**src/rtl/ram_defs.vh**
```
// Shared RAM definitions: FSM state encodings and default geometry.
// Kept in a plain include file so other RAM variants can reuse them.
`ifndef RAM_DEFS_VH
`define RAM_DEFS_VH

// Controller state encodings (one bit is enough for two states)
`define RAM_ST_IDLE       1'b0
`define RAM_ST_SWEEP      1'b1

// Default geometry
`define RAM_DEF_WIDTH     16
`define RAM_DEF_ADDR_BITS 6
`define RAM_DEF_DEPTH     64

`endif

```
**src/rtl/ram_clr_pkg.sv**
```systemverilog
// ram_clr_pkg: typed views of the shared RAM definitions plus small
// width helpers used by ram_clr and ram_clr_ctrl.
package ram_clr_pkg;

`include "ram_defs.vh"

  // Controller state, encoded from the shared include file
  typedef enum logic {
    ST_IDLE  = `RAM_ST_IDLE,
    ST_SWEEP = `RAM_ST_SWEEP
  } state_e;

  localparam int DEF_WIDTH     = `RAM_DEF_WIDTH;
  localparam int DEF_ADDR_BITS = `RAM_DEF_ADDR_BITS;
  localparam int DEF_DEPTH     = `RAM_DEF_DEPTH;

  // Sweep pointer width: must be able to hold DEPTH itself so the
  // pointer never wraps while stepping through the last word.
  function automatic int ptr_width(input int depth);
    return $clog2(depth + 1);
  endfunction

  // Index width for the storage array (at least one bit).
  function automatic int mem_aw(input int depth);
    return (depth > 1) ? $clog2(depth) : 1;
  endfunction

endpackage

```
**src/rtl/ram_clr_ctrl.sv**
```systemverilog
// ram_clr_ctrl: clear-sweep controller for ram_clr.
// With RAM_CLR_SWEEP_EN defined this is a two-state FSM (IDLE/SWEEP) with
// a word pointer that walks the memory writing zeros after reset or a
// clear request. Without RAM_CLR_SWEEP_EN only a ready flag remains: it is
// dropped by reset and raised on the first edge without reset; clear is
// ignored and the sweep write port is tied off.
module ram_clr_ctrl
  import ram_clr_pkg::*;
#(
  parameter  int DEPTH = DEF_DEPTH,
  localparam int PTR_W = ptr_width(DEPTH)
) (
  input  logic             clk,
  input  logic             reset,
  input  logic             clear,
  output logic             ready,
  output logic             sweep_we,
  output logic [PTR_W-1:0] sweep_addr
);

`ifdef RAM_CLR_SWEEP_EN

  localparam logic [PTR_W-1:0] LAST_PTR = PTR_W'(DEPTH - 1);

  state_e           r_state;
  state_e           w_state_next;
  logic [PTR_W-1:0] r_ptr;
  logic [PTR_W-1:0] w_ptr_next;

  // State register: reset always (re)starts a sweep
  always_ff @(posedge clk) begin
    if (reset) begin
      r_state <= ST_SWEEP;
    end else begin
      r_state <= w_state_next;
    end
  end

  // Next state and pointer: clear only acts from IDLE, so a clear during
  // a sweep neither restarts nor extends it
  always_comb begin
    w_state_next = r_state;
    w_ptr_next   = r_ptr;
    case (r_state)
      ST_IDLE: begin
        if (clear) begin
          w_state_next = ST_SWEEP;
          w_ptr_next   = '0;
        end
      end
      ST_SWEEP: begin
        w_ptr_next = r_ptr + PTR_W'(1);
        if (r_ptr == LAST_PTR) begin
          w_state_next = ST_IDLE;
        end
      end
      default: begin
        w_state_next = ST_SWEEP;
        w_ptr_next   = '0;
      end
    endcase
  end

  // Pointer register: held at zero for as long as reset is asserted
  always_ff @(posedge clk) begin
    if (reset) begin
      r_ptr <= '0;
    end else begin
      r_ptr <= w_ptr_next;
    end
  end

  // Outputs: a reset edge writes nothing, it only rewinds the sweep
  always_comb begin
    ready      = (r_state == ST_IDLE);
    sweep_we   = (r_state == ST_SWEEP) && !reset;
    sweep_addr = r_ptr;
  end

`else

  logic r_ready;
  logic w_unused_clear;

  // Ready flag: low across reset, high from the first edge without it
  always_ff @(posedge clk) begin
    if (reset) begin
      r_ready <= 1'b0;
    end else begin
      r_ready <= 1'b1;
    end
  end

  // No sweep hardware: the write port towards the array is tied off
  always_comb begin
    ready      = r_ready;
    sweep_we   = 1'b0;
    sweep_addr = '0;
  end

  assign w_unused_clear = clear;

`endif

endmodule

```
**src/rtl/ram_clr.sv**
```systemverilog
// ram_clr: single-port RAM with combinational read and a zero-fill sweep.
// Holds the storage array, the write-port mux (host write vs. sweep
// write) and the read mux. The sweep controller lives in ram_clr_ctrl.
// Optional feature macro: RAM_CLR_SWEEP_EN (sweep state, pointer and the
// clear function). The port list is the same with or without it.
module ram_clr
  import ram_clr_pkg::*;
#(
  parameter int WIDTH     = DEF_WIDTH,
  parameter int ADDR_BITS = DEF_ADDR_BITS,
  parameter int DEPTH     = DEF_DEPTH
) (
  input  logic                 clk,
  input  logic                 reset,
  input  logic                 clear,
  input  logic                 load,
  input  logic [ADDR_BITS-1:0] address,
  input  logic [WIDTH-1:0]     in,
  output logic [WIDTH-1:0]     out,
  output logic                 ready
);

  localparam int PTR_W  = ptr_width(DEPTH);
  localparam int MEM_AW = mem_aw(DEPTH);
  // One extra bit so that DEPTH == 2**ADDR_BITS is representable
  localparam logic [ADDR_BITS:0] DEPTH_LIM = (ADDR_BITS + 1)'(DEPTH);

  logic [WIDTH-1:0]  r_mem [DEPTH];

  logic              w_ready;
  logic              w_sweep_we;
  logic [PTR_W-1:0]  w_sweep_addr;
  logic              w_addr_ok;
  logic              w_host_we;
  logic              w_we;
  logic [MEM_AW-1:0] w_wr_idx;
  logic [WIDTH-1:0]  w_wr_data;
  logic [MEM_AW-1:0] w_rd_idx;

  ram_clr_ctrl #(
    .DEPTH (DEPTH)
  ) u_ctrl (
    .clk        (clk),
    .reset      (reset),
    .clear      (clear),
    .ready      (w_ready),
    .sweep_we   (w_sweep_we),
    .sweep_addr (w_sweep_addr)
  );

  assign ready = w_ready;

  // Addresses beyond the implemented words neither write nor read
  assign w_addr_ok = ({1'b0, address} < DEPTH_LIM);

  // Write-port mux: the sweep owns the port whenever ready is low, so the
  // two sources never compete; clear beats a same-cycle load
  always_comb begin
    w_host_we = w_ready && load && !reset && w_addr_ok;
`ifdef RAM_CLR_SWEEP_EN
    w_host_we = w_host_we && !clear;
`endif
    w_we      = w_sweep_we || w_host_we;
    w_wr_idx  = w_sweep_we ? MEM_AW'(w_sweep_addr) : MEM_AW'(address);
    w_wr_data = w_sweep_we ? '0 : in;
  end

  // Storage array: contents are never touched by reset directly
  always_ff @(posedge clk) begin
    if (w_we) begin
      r_mem[w_wr_idx] <= w_wr_data;
    end
  end

  assign w_rd_idx = MEM_AW'(address);

  // Read mux: zero while busy or for an unimplemented address
  always_comb begin
    out = '0;
    if (w_ready && w_addr_ok) begin
      out = r_mem[w_rd_idx];
    end
  end

endmodule

```
**config.mk**
```make
export PLATFORM = sky130hd
export DESIGN_NAME = ram_clr
export DESIGN_NICKNAME = d
export VERILOG_FILES = /design/src/rtl/ram_clr_pkg.sv /design/src/rtl/ram_clr_ctrl.sv /design/src/rtl/ram_clr.sv
export VERILOG_INCLUDE_DIRS = /design/src /design/src/rtl
export SDC_FILE = /design/constraint.sdc
export NUM_CORES = 1
export LEC_CHECK = 0
export CAP_MARGIN = 20
export CORE_ASPECT_RATIO = 1.2
export CORE_MARGIN = 4
export CORE_UTILIZATION = 49
export DETAILED_ROUTE_END_ITERATION = 8
export PLACE_DENSITY_LB_ADDON = 0.08
export SLEW_MARGIN = 20
export SYNTH_ARGS = -nofsm -noshare
export SYNTH_HDL_FRONTEND = slang
export SYNTH_SLANG_ARGS = --single-unit
```
**constraint.sdc**
```tcl
create_clock -name clk -period 3.3 [get_ports clk]
set_input_delay 0.66 -clock clk [delete_from_list [all_inputs] [get_ports clk]]
set_output_delay 0.66 -clock clk [all_outputs]
set_load 0.02 [all_outputs]
```
==> reports/metrics.cfg <==
[status]
status = complete, but fails checks
failed_checks = setup timing

[clock_network]
cts-root-buf = clkbuf_16
cts_hold_buffers = 0
cts_buffers = 99
clk_pin_slew_worst_paths_ns = 0.06
clock_path_buffers = 3
cts_tree = built
cts_sinks = 1025
clk_latency_ns = 0.68
ctsHtreeMaxLevel = 3

[worst_setup_path]
ff2ff_path_depth = 7
r2r-start = u_ctrl.ready
crit_fanout = 7
r2r-end = r_mem[57][7]
required_ns = 2.64
cp-start-kind = input port
startpoint = address[0]
worst-setup-path-type = in -> out
rrSetupSlack_ns = 1.09
critPathCaptureType = primary output
worstPathArrival_ns = 2.96
worstSetupEndpoint = out[0]

[detailed_routing]
vias_per_cell = 6.51
detail_route.wl_per_cell_um = 33.6
drc = 0
vias = 25900
drt_wl_total_um = 133000
ant_nets = 0
drt_iter0_markers = 3191
first_pass_iters = 5

[sta]
fin_worst_skew_ns = 0.0181
final-hold-violation-count = 0
finalSetupTns_ns = -2.70
worstMarginPinSlew_ns = 0.985
drv_slew = 0
max_freq_mhz = 276
timing.final.ws_setup_ns = -0.323
setup_viol = 16
grt_setup_unrepaired = true
slew_headroom_pct = 34.3
period_minus_slack_ns = 3.62
min_period_over_period_pct = 110

[synthesis]
postSynthCellCount = 2337
ys_warn_count = 0
yosys.area_share.simple_pct = 5.31
ys_ff_latch = 1025
syn_area_sq_mm = 0.0401
yosysTopAreaCellShare_pct = 76.6
synth-xor-area-share_pct = 0
synthArstFlopShare_pct = 0
avgSynthCellArea_sq_um = 17.2
synth_top_family_by_area = compound AO/OA/AOI/OAI gates
synth_compound_area_share_pct = 11.1
synth-main-ff-cell = edfxtp_1
synth_mux_area_share_pct = 4.54
synth.distinct_cells = 64
synth_nets = 2363
yosys.area_share.adder_pct = 0
synth_top_area_cell = edfxtp_1
synth_edf_count = 1024
ys_seq_area_share_pct = 76.7
yosys-top-cells-area = edfxtp_1 (77%), a221oi_1 (3.1%), a22oi_1 (2.4%), mux2_2 (2.1%), mux2i_1 (1.4%)

[power_and_ir_drop]
peakVddDrop_mv = 0.491
pwr_density_cell_mw_per_mm2 = 529
p_leak_nw = 17.3

[global_route]
grt_max_degree = 65
antenna_found_initial = 1
grt_pass1_vias = 25500
track_usage_pct = 30.1
overflow = 0
grt_pass1_wl_um = 188000

[floorplanning]
start_util_pct = 49.6
core_area_sq_mm = 0.0809
die_w_um = 269
pin_count = 43
die_h_um = 322
rows = 114
die-area_sq_mm = 0.0866

[layout]
drive_gt1_share_pct = 38.7
final_cells = 3973
nets = 2869
syn2layout_area_growth_pct = 30.9

[placement]
dp_hpwl_um = 86200
io_buffers = 41
gp_congestion = 0.936
place_inst = 3707

[min_path]
hold_class = in -> reg

[flow_run]
cap_violations = 0

[cell usage after synthesis, types with 12 or more instances]
library cell and count:
a22oi_1 129, nor4b_1 18, a221oi_1 142, o221ai_1 14, nor3_1 23, or3b_2 19
mux4_2 16, mux2i_1 55, a41oi_1 15, clkbuf_1 56, buf_1 23, buf_2 85
a211oi_1 25, a21oi_1 57, mux2_2 76, nor2_1 77, a31oi_1 46, o22ai_1 79
nand3_1 28, o21ai_0 18, and3b_1 14, buf_4 14, o22a_1 12, edfxtp_1 1024
nand3b_1 45, nand2_1 70
[state kept, by name, indices dropped and copies added, names as in the netlist]
register and flops:
r_mem 1024, u_ctrl.ready 1
[critical path, stage by stage]
cell	delay, ns
buf_16	0.12
buf_4	0.16
nor2b_4	0.08
buf_4	0.17
buf_4	0.17
a221oi_2	0.25
nor3_2	0.07
or4_4	0.51
o41a_1	0.56
buf_6	0.19
[report_power, final]
group / switching (mW) / internal [mW] / total, mW
registers: 0.00442 / 14.3 / 14.3
logic: 1.46 / 1.03 / 2.50
clock network: 4.95 / 6.00 / 11.0
total: 6.42 / 21.4 / 27.8
[worst min-delay path by stage]
stage / startpoint / end / depth (start not counted)
global placement: in[15] / r_mem[10][15] / 1
floorplan: reset / u_ctrl.ready / 1
detailed placement: in[15] / r_mem[15][15] / 1
global route: in[5] / r_mem[52][5] / 1
CTS: in[15] / r_mem[9][15] / 1
finish: in[15] / r_mem[15][15] / 1
[cells by family after synthesis]
| group | after synthesis |
|---|---|
| compound gates | 596 |
| buf+inv | 195 |
| flops | 1025 |
| mux | 152 |
| simple gates | 369 |
[metal layers]
metal	global-route usage [%]	vias up	part of all wire [%]
met3	4.86	240	8.4
met4	9.39	0	3.7
li1	-	10800	-
met5	0	-	0
met2	49.4	1351	48
met1	42.0	13500	40
[through the flow]
step | util (%) | hold slack [ns] | cell area, sq um | worst slack [ns] | power (mW)
final | 65.0 | 0.492 | 52600 | -0.323 | 27.8
after global routing | 65.0 | 0.462 | 52600 | -0.338 | 28.6
after CTS | 63.6 | 0.456 | 51400 | -0.286 | 27.7
after detailed placement | 56.7 | 1.18 | 45800 | -1.29 | 16.6
after global placement | 56.7 | 1.17 | 45800 | -1.19 | 16.6
after floorplan | - | 0.717 | 40100 | 0.276 | 15.4
[cells in the final DEF (no fill, tap or decap), types with 33 or more instances in the layout]
master     instances
a22oi_1           95
a21oi_1           44
buf_12           124
a22oi_2           34
clkbuf_16        103
buf_6             60
a31oi_1           33
a221oi_1          61
nand2_1           55
edfxtp_1        1024
nand3b_1          45
mux2i_1           55
a221oi_2          66
mux2_2            75
buf_4            354
nor2_1            77
o22ai_1           50
[final cells by class]
class	instances	area, sq um
Inverter	6	22.5
Sequential cell	1025	30800
Clock inverter	64	517
Tap cell	1044	1310
Antenna cell	3	7.51
Fill cell	5623	28300
Multi-Input combinational cell	1117	10600
Timing Repair Buffer	594	6740
Clock buffer	120	2580
[what timing repair did]
action                                 4_1_cts  5_1_grt
buffers inserted                            39       49
setup endpoints to repair                   16       16
endpoints found under the hold margin        0        0
resized for setup                          407      151
gates cloned                                11        3
pin swaps                                   73      104
No activity file was read; power rests on OpenSTA's default activity.
